<file path="config.mk">
export PLATFORM = sky130hd
export DESIGN_NAME = program_loader_flat
export DESIGN_NICKNAME = d
export VERILOG_FILES = /design/src/rtl/program_loader_pkg.sv /design/src/rtl/program_loader_if.sv /design/src/rtl/program_loader_word_assembler.sv /design/src/rtl/program_loader.sv /design/src/flat_wrapper.sv
export SDC_FILE = /design/constraint.sdc
export NUM_CORES = 1
export LEC_CHECK = 0
export CAP_MARGIN = 20
export CORE_ASPECT_RATIO = 2
export CORE_MARGIN = 2
export CORE_UTILIZATION = 50
export CTS_CLUSTER_SIZE = 12
export DETAILED_ROUTE_END_ITERATION = 8
export GPL_TIMING_DRIVEN = 0
export PLACE_DENSITY_LB_ADDON = 0.08
export SYNTH_ARGS = -nofsm -noshare
export SYNTH_HDL_FRONTEND = slang
export SYNTH_HIERARCHICAL = 1
export SYNTH_SLANG_ARGS = --single-unit
</file>
<file path="constraint.sdc">
create_clock -name CLK -period 7.73 [get_ports CLK]
set_input_delay 0.773 -clock CLK [delete_from_list [all_inputs] [get_ports CLK]]
set_output_delay 0.773 -clock CLK [all_outputs]
set_load 0.01 [all_outputs]
</file>
<file path="src/rtl/program_loader_pkg.sv">
// Shared types and constants for the boot program loader.
package program_loader_pkg;

  localparam int unsigned WORD_W = 32;
  localparam int unsigned BYTE_W = 8;

  typedef logic [WORD_W-1:0] word_t;

  typedef enum logic [1:0] {
    LOAD_DATA = 2'd0,
    LOAD_INST = 2'd1,
    RUN       = 2'd2
  } state_e;

  localparam word_t DELIM = 32'hFFFF_FFFF;

endpackage

</file>
<file path="src/rtl/program_loader_if.sv">
// UART byte input, start button and memory write ports of the program loader.
interface program_loader_if
  import program_loader_pkg::*;
#(
  parameter int unsigned DMEM_AW = 12,
  parameter int unsigned IMEM_AW = 12
);

  logic                rx_valid;
  logic [BYTE_W-1:0]   rx_data;
  logic                START_EXEC;
  logic                dmem_we;
  logic [DMEM_AW-1:0]  dmem_addr;
  logic                imem_we;
  logic [IMEM_AW-1:0]  imem_addr;
  word_t               wdata;
  logic                cpu_rst_n;
  logic [IMEM_AW:0]    inst_count;
  logic [7:0]          state_led;

  // Environment side: UART receiver, button, memories.
  modport master (
    output rx_valid, rx_data, START_EXEC,
    input  dmem_we, dmem_addr, imem_we, imem_addr, wdata,
           cpu_rst_n, inst_count, state_led
  );

  // Loader side.
  modport slave (
    input  rx_valid, rx_data, START_EXEC,
    output dmem_we, dmem_addr, imem_we, imem_addr, wdata,
           cpu_rst_n, inst_count, state_led
  );

endinterface

</file>
<file path="src/rtl/program_loader_word_assembler.sv">
// Big-endian byte-to-word assembly: first byte received lands in bits [31:24].
module program_loader_word_assembler
  import program_loader_pkg::*;
(
  input  logic              clk,
  input  logic              rst_n,
  input  logic              valid_i,
  input  logic [BYTE_W-1:0] data_i,
  input  logic              flush_i,
  output logic              word_valid_c_o,
  output word_t             word_c_o,
  output logic [1:0]        byte_cnt_o
);

  logic [23:0] sreg_q;
  logic [1:0]  cnt_q;

  // Flush discards a partial word and has priority over an incoming byte.
  always_ff @(posedge clk or negedge rst_n) begin
    if (!rst_n) begin
      sreg_q <= '0;
      cnt_q  <= '0;
    end else if (flush_i) begin
      sreg_q <= '0;
      cnt_q  <= '0;
    end else if (valid_i) begin
      sreg_q <= {sreg_q[15:0], data_i};
      cnt_q  <= cnt_q + 2'd1;
    end
  end

  assign word_valid_c_o = valid_i && (cnt_q == 2'd3);
  assign word_c_o       = {sreg_q, data_i};
  assign byte_cnt_o     = cnt_q;

endmodule

</file>
<file path="src/rtl/program_loader.sv">
// Boot sequencer: loads data then instruction words from UART and releases the core.
module program_loader
  import program_loader_pkg::*;
#(
  parameter int unsigned DMEM_AW = 12,
  parameter int unsigned IMEM_AW = 12,
  parameter logic [31:0] DELIM   = program_loader_pkg::DELIM
)(
  input  logic            CLK,
  input  logic            RST_N,
  program_loader_if.slave bus
);

  localparam int unsigned DPTR_W = DMEM_AW + 1;
  localparam int unsigned IPTR_W = IMEM_AW + 1;

  state_e              state_q, state_d;
  logic [DPTR_W-1:0]   dptr_q, dptr_d;
  logic [IPTR_W-1:0]   iptr_q, iptr_d;
  logic                dmem_we_q, dmem_we_d;
  logic                imem_we_q, imem_we_d;
  logic [DMEM_AW-1:0]  dmem_addr_q, dmem_addr_d;
  logic [IMEM_AW-1:0]  imem_addr_q, imem_addr_d;
  word_t               wdata_q, wdata_d;
  logic                cpu_rst_n_q, cpu_rst_n_d;
  logic                ovf_q, ovf_d;
  logic                ferr_q, ferr_d;
  logic                start_q;

  logic                start_edge_c;
  logic                asm_valid_c;
  logic                flush_c;
  logic                word_valid_c;
  word_t               word_c;
  logic [1:0]          byte_cnt;

  assign start_edge_c = bus.START_EXEC && !start_q;
  assign asm_valid_c  = bus.rx_valid && (state_q != RUN);
  assign flush_c      = start_edge_c && (state_q == LOAD_INST);

  program_loader_word_assembler u_asm (
    .clk            (CLK),
    .rst_n          (RST_N),
    .valid_i        (asm_valid_c),
    .data_i         (bus.rx_data),
    .flush_i        (flush_c),
    .word_valid_c_o (word_valid_c),
    .word_c_o       (word_c),
    .byte_cnt_o     (byte_cnt)
  );

  always_comb begin
    state_d     = state_q;
    dptr_d      = dptr_q;
    iptr_d      = iptr_q;
    dmem_we_d   = 1'b0;
    imem_we_d   = 1'b0;
    dmem_addr_d = dmem_addr_q;
    imem_addr_d = imem_addr_q;
    wdata_d     = wdata_q;
    ovf_d       = ovf_q;
    ferr_d      = ferr_q;

    case (state_q)
      LOAD_DATA: begin
        // A start edge here is ignored: nothing is loaded yet.
        if (word_valid_c) begin
          if (word_c == DELIM) begin
            state_d = LOAD_INST;
          end else if (dptr_q[DMEM_AW]) begin
            ovf_d = 1'b1;
          end else begin
            dmem_we_d   = 1'b1;
            dmem_addr_d = dptr_q[DMEM_AW-1:0];
            wdata_d     = word_c;
            dptr_d      = dptr_q + DPTR_W'(1);
          end
        end
      end
      LOAD_INST: begin
        if (word_valid_c) begin
          if (iptr_q[IMEM_AW]) begin
            ovf_d = 1'b1;
          end else begin
            imem_we_d   = 1'b1;
            imem_addr_d = iptr_q[IMEM_AW-1:0];
            wdata_d     = word_c;
            iptr_d      = iptr_q + IPTR_W'(1);
          end
        end
        // A word completing on the edge cycle leaves no partial word behind.
        if (start_edge_c) begin
          state_d = RUN;
          if ((byte_cnt != 2'd0) && !word_valid_c) begin
            ferr_d = 1'b1;
          end
        end
      end
      RUN: begin
      end
      default: state_d = LOAD_DATA;
    endcase

    cpu_rst_n_d = (state_d == RUN);
  end

  always_ff @(posedge CLK or negedge RST_N) begin
    if (!RST_N) begin
      state_q     <= LOAD_DATA;
      dptr_q      <= '0;
      iptr_q      <= '0;
      dmem_we_q   <= 1'b0;
      imem_we_q   <= 1'b0;
      dmem_addr_q <= '0;
      imem_addr_q <= '0;
      wdata_q     <= '0;
      cpu_rst_n_q <= 1'b0;
      ovf_q       <= 1'b0;
      ferr_q      <= 1'b0;
      start_q     <= 1'b0;
    end else begin
      state_q     <= state_d;
      dptr_q      <= dptr_d;
      iptr_q      <= iptr_d;
      dmem_we_q   <= dmem_we_d;
      imem_we_q   <= imem_we_d;
      dmem_addr_q <= dmem_addr_d;
      imem_addr_q <= imem_addr_d;
      wdata_q     <= wdata_d;
      cpu_rst_n_q <= cpu_rst_n_d;
      ovf_q       <= ovf_d;
      ferr_q      <= ferr_d;
      start_q     <= bus.START_EXEC;
    end
  end

  assign bus.dmem_we    = dmem_we_q;
  assign bus.dmem_addr  = dmem_addr_q;
  assign bus.imem_we    = imem_we_q;
  assign bus.imem_addr  = imem_addr_q;
  assign bus.wdata      = wdata_q;
  assign bus.cpu_rst_n  = cpu_rst_n_q;
  assign bus.inst_count = iptr_q;
  assign bus.state_led  = {ovf_q, ferr_q, 4'b0000, state_q};

endmodule

</file>
<file path="src/flat_wrapper.sv">
// flat-port wrapper written by rule: the top's interface ports become plain ports
module program_loader_flat import program_loader_pkg::*;
#(
  parameter int unsigned DMEM_AW = 12,
  parameter int unsigned IMEM_AW = 12,
  parameter logic [31:0] DELIM   = program_loader_pkg::DELIM
)
  (CLK, RST_N, bus_rx_valid, bus_rx_data, bus_START_EXEC, bus_dmem_we, bus_dmem_addr, bus_imem_we, bus_imem_addr, bus_wdata, bus_cpu_rst_n, bus_inst_count, bus_state_led);
  program_loader_if #(.DMEM_AW(DMEM_AW), .IMEM_AW(IMEM_AW)) bus_i ();
  input  logic CLK;
  input  logic RST_N;
  input wire logic [$bits(bus_i.rx_valid)-1:0] bus_rx_valid;
  input wire logic [$bits(bus_i.rx_data)-1:0] bus_rx_data;
  input wire logic [$bits(bus_i.START_EXEC)-1:0] bus_START_EXEC;
  output wire logic [$bits(bus_i.dmem_we)-1:0] bus_dmem_we;
  output wire logic [$bits(bus_i.dmem_addr)-1:0] bus_dmem_addr;
  output wire logic [$bits(bus_i.imem_we)-1:0] bus_imem_we;
  output wire logic [$bits(bus_i.imem_addr)-1:0] bus_imem_addr;
  output wire logic [$bits(bus_i.wdata)-1:0] bus_wdata;
  output wire logic [$bits(bus_i.cpu_rst_n)-1:0] bus_cpu_rst_n;
  output wire logic [$bits(bus_i.inst_count)-1:0] bus_inst_count;
  output wire logic [$bits(bus_i.state_led)-1:0] bus_state_led;
  assign bus_i.rx_valid = bus_rx_valid;
  assign bus_i.rx_data = bus_rx_data;
  assign bus_i.START_EXEC = bus_START_EXEC;
  assign bus_dmem_we = bus_i.dmem_we;
  assign bus_dmem_addr = bus_i.dmem_addr;
  assign bus_imem_we = bus_i.imem_we;
  assign bus_imem_addr = bus_i.imem_addr;
  assign bus_wdata = bus_i.wdata;
  assign bus_cpu_rst_n = bus_i.cpu_rst_n;
  assign bus_inst_count = bus_i.inst_count;
  assign bus_state_led = bus_i.state_led;
  program_loader #(.DMEM_AW(DMEM_AW), .IMEM_AW(IMEM_AW), .DELIM(DELIM)) u_core (.CLK(CLK), .RST_N(RST_N), .bus(bus_i));
endmodule
</file>
# Word-level counts from Yosys, hierarchy flattened
# Index checks and enable logic that the tools add are counted.
[totals] mem_bits_ro=0 out_inout_bits=80 inputBits=12 reg_bits=116 word_cells=82 latchBits=0 memories=0 ram_bits=0
[classes] mul=0 magnitude_cmp=0 n_shift=0 n_mux=29 reduce_logical=18 bitwise_logic=3 n_div=0 n_eq_ne=13 addsub=3
[ops] op="32-bit 2-to-1 mux" count=5
[ops] op="32-bit one-hot mux with 2 select lines" count=1
[ops] op="24-bit 2-to-1 mux" count=2
[ops] op="32-bit == test (second input constant)" count=1
[ops] op="13-bit by 1-bit adder with 13-bit output (second input constant)" count=2
[ops] op="13-bit 2-to-1 mux" count=2
[ops] op="1-bit 2-to-1 mux" count=12
[ops] op="6-bit AND reduction" count=2
[ops] op="2-bit 2-to-1 mux" count=5
[ops] op="3-bit AND reduction" count=3
[ops] op="2-bit by 1-bit inequality test with 1-bit output (second input constant)" count=4
[ops] op="2-bit inequality test (second input constant)" count=4
[ops] op="2-bit == test (second input constant)" count=3
[ops] op="2-bit one-hot mux with 3 select lines" count=1
[ops] op="2-bit nonzero test" count=3
[ops] op="1-bit logical AND" count=5
[ops] op="4-bit AND reduction" count=1
[ops] op="1-bit inverter" count=3
[ops] op="2-bit by 1-bit adder with 2-bit output (second input constant)" count=1
[ops] op="2-bit by 1-bit == test with 1-bit output (second input constant)" count=1
[ops] op="1-bit logical NOT" count=2
[ops] op="2-bit logical NOT" count=1
[ops] op="1-bit one-hot mux with 2 select lines" count=1
[ops] op="2-bit AND reduction" count=1

# Logic depth before layout (Yosys ltp)
[logic_depth] depth_word=6 depth_mapped=11 ltp_nobuf=7

# Hierarchy
# Netlist, hierarchy kept.
[by_module_without_submodules] module="program_loader" cells_per_inst=389 area_per_inst_um2=4446.8 seq_area_each_um2=2252.2 n_inst=1
[by_module_without_submodules] module="program_loader_word_assembler" cells_per_inst=94 area_per_inst_um2=1153.6 seq_area_each_um2=650.6 n_inst=1

# Least setup slack after synthesis
# OpenSTA, ideal clock, no wires.
[synth_timing] path_kind="reg2reg" startpoint="register u_core.state_q[0]" endpoint="register u_core.dmem_addr_q[10] (netlist: u_core/bus.dmem_addr[10])" arrival_ps=2573 path_slack_ps=5029 path_stages_with_launch=11 setup_ps=128 n_path_buf=4 path_cell_list="dfrtp_1 > buf_2 > nand2b_1 > and2_1 > buf_6 > buf_12 > and2_1 > nor4b_4 > a21boi_2 > buf_4 > mux2_1"
[synth_via] elab_chain_cells=4 word_cells_on_any_way=5 classes_between="1 x eq/ne; 4 x reduce/logical"
[synth_lines] element="from (decl)" line_no="program_loader.sv:17" source="state_e state_q, state_d;"
[synth_lines] element="from (signal assigned)" line_no="program_loader.sv:122" source="state_q <= state_d;"
[synth_lines] element="2-bit inequality test" line_no="program_loader.sv:38" source="assign asm_valid_c = bus.rx_valid && (state_q != RUN);"
[synth_lines] element="1-bit logical AND" line_no="program_loader.sv:38"
[synth_lines] element="named net u_core.asm_valid_c" line_no="program_loader.sv:31" source="logic asm_valid_c;"
[synth_lines] element="1-bit logical AND" line_no="program_loader_word_assembler.sv:32" source="assign word_valid_c_o = valid_i && (cnt_q == 2'd3);"
[synth_lines] element="named net u_core.word_valid_c" line_no="program_loader.sv:33" source="logic word_valid_c;"
[synth_lines] element="4-bit AND reduction (no source line)"
[synth_lines] element="to (signal assigned)" line_no="program_loader.sv:127" source="dmem_addr_q <= dmem_addr_d;"
[synth_lines] element="to (decl)" line_no="program_loader.sv:22" source="logic [DMEM_AW-1:0] dmem_addr_q, dmem_addr_d;"
# The timed path passes the listed nets, and every way through them passes these cells.
# A chain may end at the register's enable or synchronous reset.

# Worst setup path after layout
[layout_timing] startpoint="register u_core.state_q[0]" endpoint="register u_core.wdata_q[5] (netlist: u_core/bus.wdata[5])"
[layout_via] elab_chain_cells=5 word_cells_on_any_way=13 classes_between="7 x eq/ne; 1 x mux; 5 x reduce/logical"
[layout_lines] element="2-bit inequality test *" line_no="program_loader.sv:38"
[layout_lines] element="1-bit logical AND *" line_no="program_loader.sv:38"
[layout_lines] element="named net u_core.asm_valid_c" line_no="program_loader.sv:31"
[layout_lines] element="1-bit logical AND *" line_no="program_loader_word_assembler.sv:32"
[layout_lines] element="named net u_core.word_valid_c" line_no="program_loader.sv:33"
[layout_lines] element="2-bit by 1-bit inequality test with 1-bit output (no source line)"
[layout_lines] element="6-bit AND reduction (no source line) *"
[layout_lines] element="to (signal assigned)" line_no="program_loader.sv:129" source="wdata_q <= wdata_d;"
[layout_lines] element="to (decl)" line_no="program_loader.sv:24" source="word_t wdata_q, wdata_d;"
# Mark *: on every way through the listed nets, which the timed path passes. The rest lies on a longest branch.

==> qor.log <==
INFO  power_and_ir_drop internal_power=1.12mW
INFO  place          placed_cells=714
INFO  finish         fin_area=7280squm
INFO  critical_path  required=8.07ns
INFO  power_and_ir_drop switching_share=0.209
INFO  die            core_region_area=10,900squm
INFO  place          weighted_congestion_at_the_end_of_routability_driven_global_placement=0.866
INFO  critical_path  critPathMaxFanout=10
INFO  die            die_w=78.8um
INFO  logic_synthesis synth.largest_area_cell=sky130_fd_sc_hd__dfrtp_1
INFO  sta            worst_clock_skew=0.00648ns
INFO  critical_path  rr_worst_depth=11
INFO  clock_network  cts_hold_buf=0
INFO  sta            finalCriticalPeriod=3.32ns
INFO  die            rows=54
INFO  route          drt-met1-wl=5210um
INFO  grt            antenna_violations_before_repair=0
INFO  clock_network  clock_tree.htree_level_count=4
INFO  sta            grt_setup_unrepaired=false
INFO  sta            clock.fmax=301MHz
INFO  run_status     outcome=completed
INFO  route          drt_pre_antenna_iters=4
INFO  route          route.top_layer_used=met4
INFO  clock_network  postCtsResizedCells=0
INFO  hold_path      hold_class=in2async
INFO  finish         final_net_count=608
INFO  logic_synthesis ys.flop_type=sky130_fd_sc_hd__dfrtp_1
INFO  clock_network  clock_latency_at_the_later_pin_of_the_worst_skew_pair=0.41ns
INFO  place          place_hpwl=9960um
INFO  clock_network  cts_tree=done
INFO  place          numPortBuffers=87
INFO  sta            final-setup-viol-count=0
INFO  route          wirelength=13,900um
INFO  power_and_ir_drop power_frac_seq=0.429
INFO  grt            number_of_global_route_vias_before_repair=4,530
INFO  place          dpl_cell_area=6690squm
INFO  sta            post-route-period-util=0.429
INFO  logic_synthesis synthesis.instances=483
INFO  route          vias=4,368
INFO  die            number_of_ports_placed_on_the_die_boundary=92
INFO  finish         syn2layout_area_growth=29.9%
INFO  sta            worst_slew_pin_slew=0.813ns
INFO  clock_network  cts-root-buf=sky130_fd_sc_hd__clkbuf_16
INFO  finish         multi_input_comb_area=2360squm
INFO  finish         non_filler_instance_count_after_layout=746
INFO  die            start_util=0.512
INFO  critical_path  path_class=reg2reg
INFO  die            dieHeight=154um
INFO  logic_synthesis synthArstFlopShare=1.00
INFO  route          met3RoutedLength=476um
INFO  logic_synthesis synth_warnings=6
INFO  grt            first_pass_grt_wire_length=23,200um
INFO  run            maxCapViolations=0
INFO  logic_synthesis synthDistinctLibCells=43
INFO  critical_path  start_kind=flip-flop
INFO  power_and_ir_drop power.switching=0.296mW
INFO  clock_network  cts_sinks=116
INFO  sta            tightest_slew_margin_relative_to_the_limit=0.453
INFO  logic_synthesis synthTopCellsByArea=sky130_fd_sc_hd__dfrtp_1 52%, sky130_fd_sc_hd__a311o_1 5.7%, sky130_fd_sc_hd__a22o_1 5.0%
INFO  sta            finalSetupTns=0ns
INFO  power_and_ir_drop vdd_ir_drop_max=0.000151V
INFO  critical_path  crit_arrival=3.66ns
INFO  finish         post_route_cells_drive_above_1_share=0.162
INFO  route          detailroute.wirelength.met2=7700um
INFO  logic_synthesis synthDominantCellAreaShare=0.518
INFO  clock_network  max-clock-path-buffers=2
INFO  finish         fillCellCount=897
INFO  clock_network  cts_made_buffers=17
INFO  sta            report.final.slew_viol_count=0
INFO  route          drt-wirelength-per-cell=18.6um
INFO  finish         n_antenna_cell=0
INFO  sta            timing_hold_violations_final=0
INFO  clock_network  number_of_buffers_inserted_by_post_cts_setup_repair=0
INFO  route          drc=0
INFO  power_and_ir_drop share_clk_of_total_power=0.551
INFO  critical_path  end_kind=flip-flop
INFO  logic_synthesis number_of_storage_elements_in_the_synthesis_netlist=116
INFO  grt            grt_max_degree=81
INFO  finish         most_common_cell_after_layout_fill_and_taps_aside=sky130_fd_sc_hd__dfrtp_1
INFO  finish         area_used_by_sequential_logic_in_the_layout=2900squm
INFO  clock_network  clk_pin_slew_worst_paths=0.05ns
INFO  power_and_ir_drop power.density=195nW/um^2
INFO  die            floorplan.die_area=12,100squm
INFO  route          drtIter0Drc=210
INFO  logic_synthesis synth.yosys.seq_area_share=0.518
INFO  grt            globalRoute.totalOverflow=0
INFO  logic_synthesis syn_area=5600squm
INFO  route          drt-vias-per-instance=5.86
INFO  power_and_ir_drop pwr-share-comb=0.020
INFO  logic_synthesis avgSynthCellArea=11.6squm
INFO  power_and_ir_drop leakagePower=3.31nW
INFO  grt            gr-usage-all-layers=0.246
INFO  route          drt.antenna.violating_nets=0
INFO  logic_synthesis count_of_flip_flops_with_a_built_in_enable_after_synthesis=0
INFO  finish         layout_common_cells=116 x sky130_fd_sc_hd__dfrtp_1, 86 x sky130_fd_sc_hd__clkdlybuf4s50_1, 42 x sky130_fd_sc_hd__nand2_1
-- layout make-up --
type	instances	area share
inverter	6	0.00309
tap	140	0.0241
buffer	49	0.0442
timing repair buffer	88	0.124
clock buffer	18	0.0590
multi-input combinational	315	0.325
clock inverter	14	0.0222
sequential	116	0.399
-- metrics by stage --
stage	power, mW	utilization	hold WS (ns)	setup WS (ns)
3_3_place_gp	0.646	0.608	0.469	1.50
4_1_cts	1.44	0.665	0.254	4.42
3_5_place_dp	0.648	0.611	0.476	4.01
2_1_floorplan	0.626	-	0.437	5.03
5_1_grt	1.47	0.665	0.264	4.21
6_report	1.42	0.665	0.252	4.41
-- power groups by stage --
stage / logic (mW) / registers (mW) / clock network [mW]
floorplan: 0.00729 / 0.619 / 0
global placement: 0.0267 / 0.619 / 0
detailed placement: 0.0288 / 0.619 / 0
CTS: 0.0290 / 0.608 / 0.799
global route: 0.0317 / 0.608 / 0.827
finish: 0.0281 / 0.608 / 0.782
-- worst paths after layout --
path                                                startpoint  slack [ns]                                   to
max                                u_core/state_q[0]$_DFF_PN0_        4.41      u_core/bus.wdata[5]$_DFFE_PN0P_
min                                                      RST_N        0.25  u_core/bus.imem_addr[2]$_DFFE_PN0P_
max reg2reg                        u_core/state_q[0]$_DFF_PN0_        4.41      u_core/bus.wdata[5]$_DFFE_PN0P_
min reg2reg                u_core/bus.dmem_addr[6]$_DFFE_PN0P_        0.48  u_core/bus.dmem_addr[6]$_DFFE_PN0P_
max in group asynchronous                                RST_N        6.77  u_core/bus.dmem_addr[8]$_DFFE_PN0P_
min in group CLK           u_core/bus.dmem_addr[6]$_DFFE_PN0P_        0.48  u_core/bus.dmem_addr[6]$_DFFE_PN0P_
-- cells in the mapped netlist, types with 4 or more instances --
cell type / count
sky130_fd_sc_hd__a211oi_1: 8
sky130_fd_sc_hd__a21oi_1: 35
sky130_fd_sc_hd__a22o_1: 32
sky130_fd_sc_hd__a311o_1: 32
sky130_fd_sc_hd__and2_1: 4
sky130_fd_sc_hd__and4_1: 4
sky130_fd_sc_hd__buf_2: 12
sky130_fd_sc_hd__buf_4: 20
sky130_fd_sc_hd__clkbuf_1: 13
sky130_fd_sc_hd__dfrtp_1: 116
sky130_fd_sc_hd__inv_1: 6
sky130_fd_sc_hd__mux2_1: 8
sky130_fd_sc_hd__mux2_2: 18
sky130_fd_sc_hd__mux2i_1: 26
sky130_fd_sc_hd__nand2_1: 42
sky130_fd_sc_hd__nand3_1: 5
sky130_fd_sc_hd__nand4_1: 18
sky130_fd_sc_hd__nor2_1: 26
sky130_fd_sc_hd__xnor2_1: 13
sky130_fd_sc_hd__xor2_1: 10
-- cells by family after synthesis --
| logic type | Yosys count | share of synthesized area |
|---|---|---|
| XOR/XNOR | 23 | 0.0360 |
| adder cells (fa/ha/maj) | 3 | 0.00670 |
| multiplexers | 52 | 0.0987 |
| AND/OR/NAND/NOR | 118 | 0.117 |
| AO/OA/AOI/OAI | 115 | 0.162 |
| other | 1 | 0.000670 |
| flip-flops | 116 | 0.518 |
| buffers and inverters | 55 | 0.0614 |
-- routing by layer --
layer | vias up | GRT usage
met4 | 0 | 0.114
met3 | 34 | 0.0434
met5 | - | 0
li1 | 1996 | -
met2 | 134 | 0.442
met1 | 2204 | 0.279
-- critical path: stages, from the launching register on --
cell and delay (ns):
sky130_fd_sc_hd__dfrtp_1 0.42, sky130_fd_sc_hd__buf_2 0.24, sky130_fd_sc_hd__nand2b_1 0.17, sky130_fd_sc_hd__and2_1 0.15
sky130_fd_sc_hd__buf_6 0.19, sky130_fd_sc_hd__buf_12 0.16, sky130_fd_sc_hd__and2_1 0.26, sky130_fd_sc_hd__nor4bb_1 0.31
sky130_fd_sc_hd__clkbuf_1 0.49, sky130_fd_sc_hd__clkbuf_1 0.49, sky130_fd_sc_hd__a22o_1 0.24, sky130_fd_sc_hd__a311o_1 0.12
-- registers in the layout (all words and copies together) (netlist names), 2 cells and up --
register	count
u_core/bus.wdata	32
u_core/u_asm/sreg_q	24
u_core/bus.inst_count	13
u_core/dptr_q	13
u_core/bus.dmem_addr	12
u_core/bus.imem_addr	12
u_core/state_q	2
u_core/u_asm/byte_cnt_o	2
(Power assumes the default switching activity.)
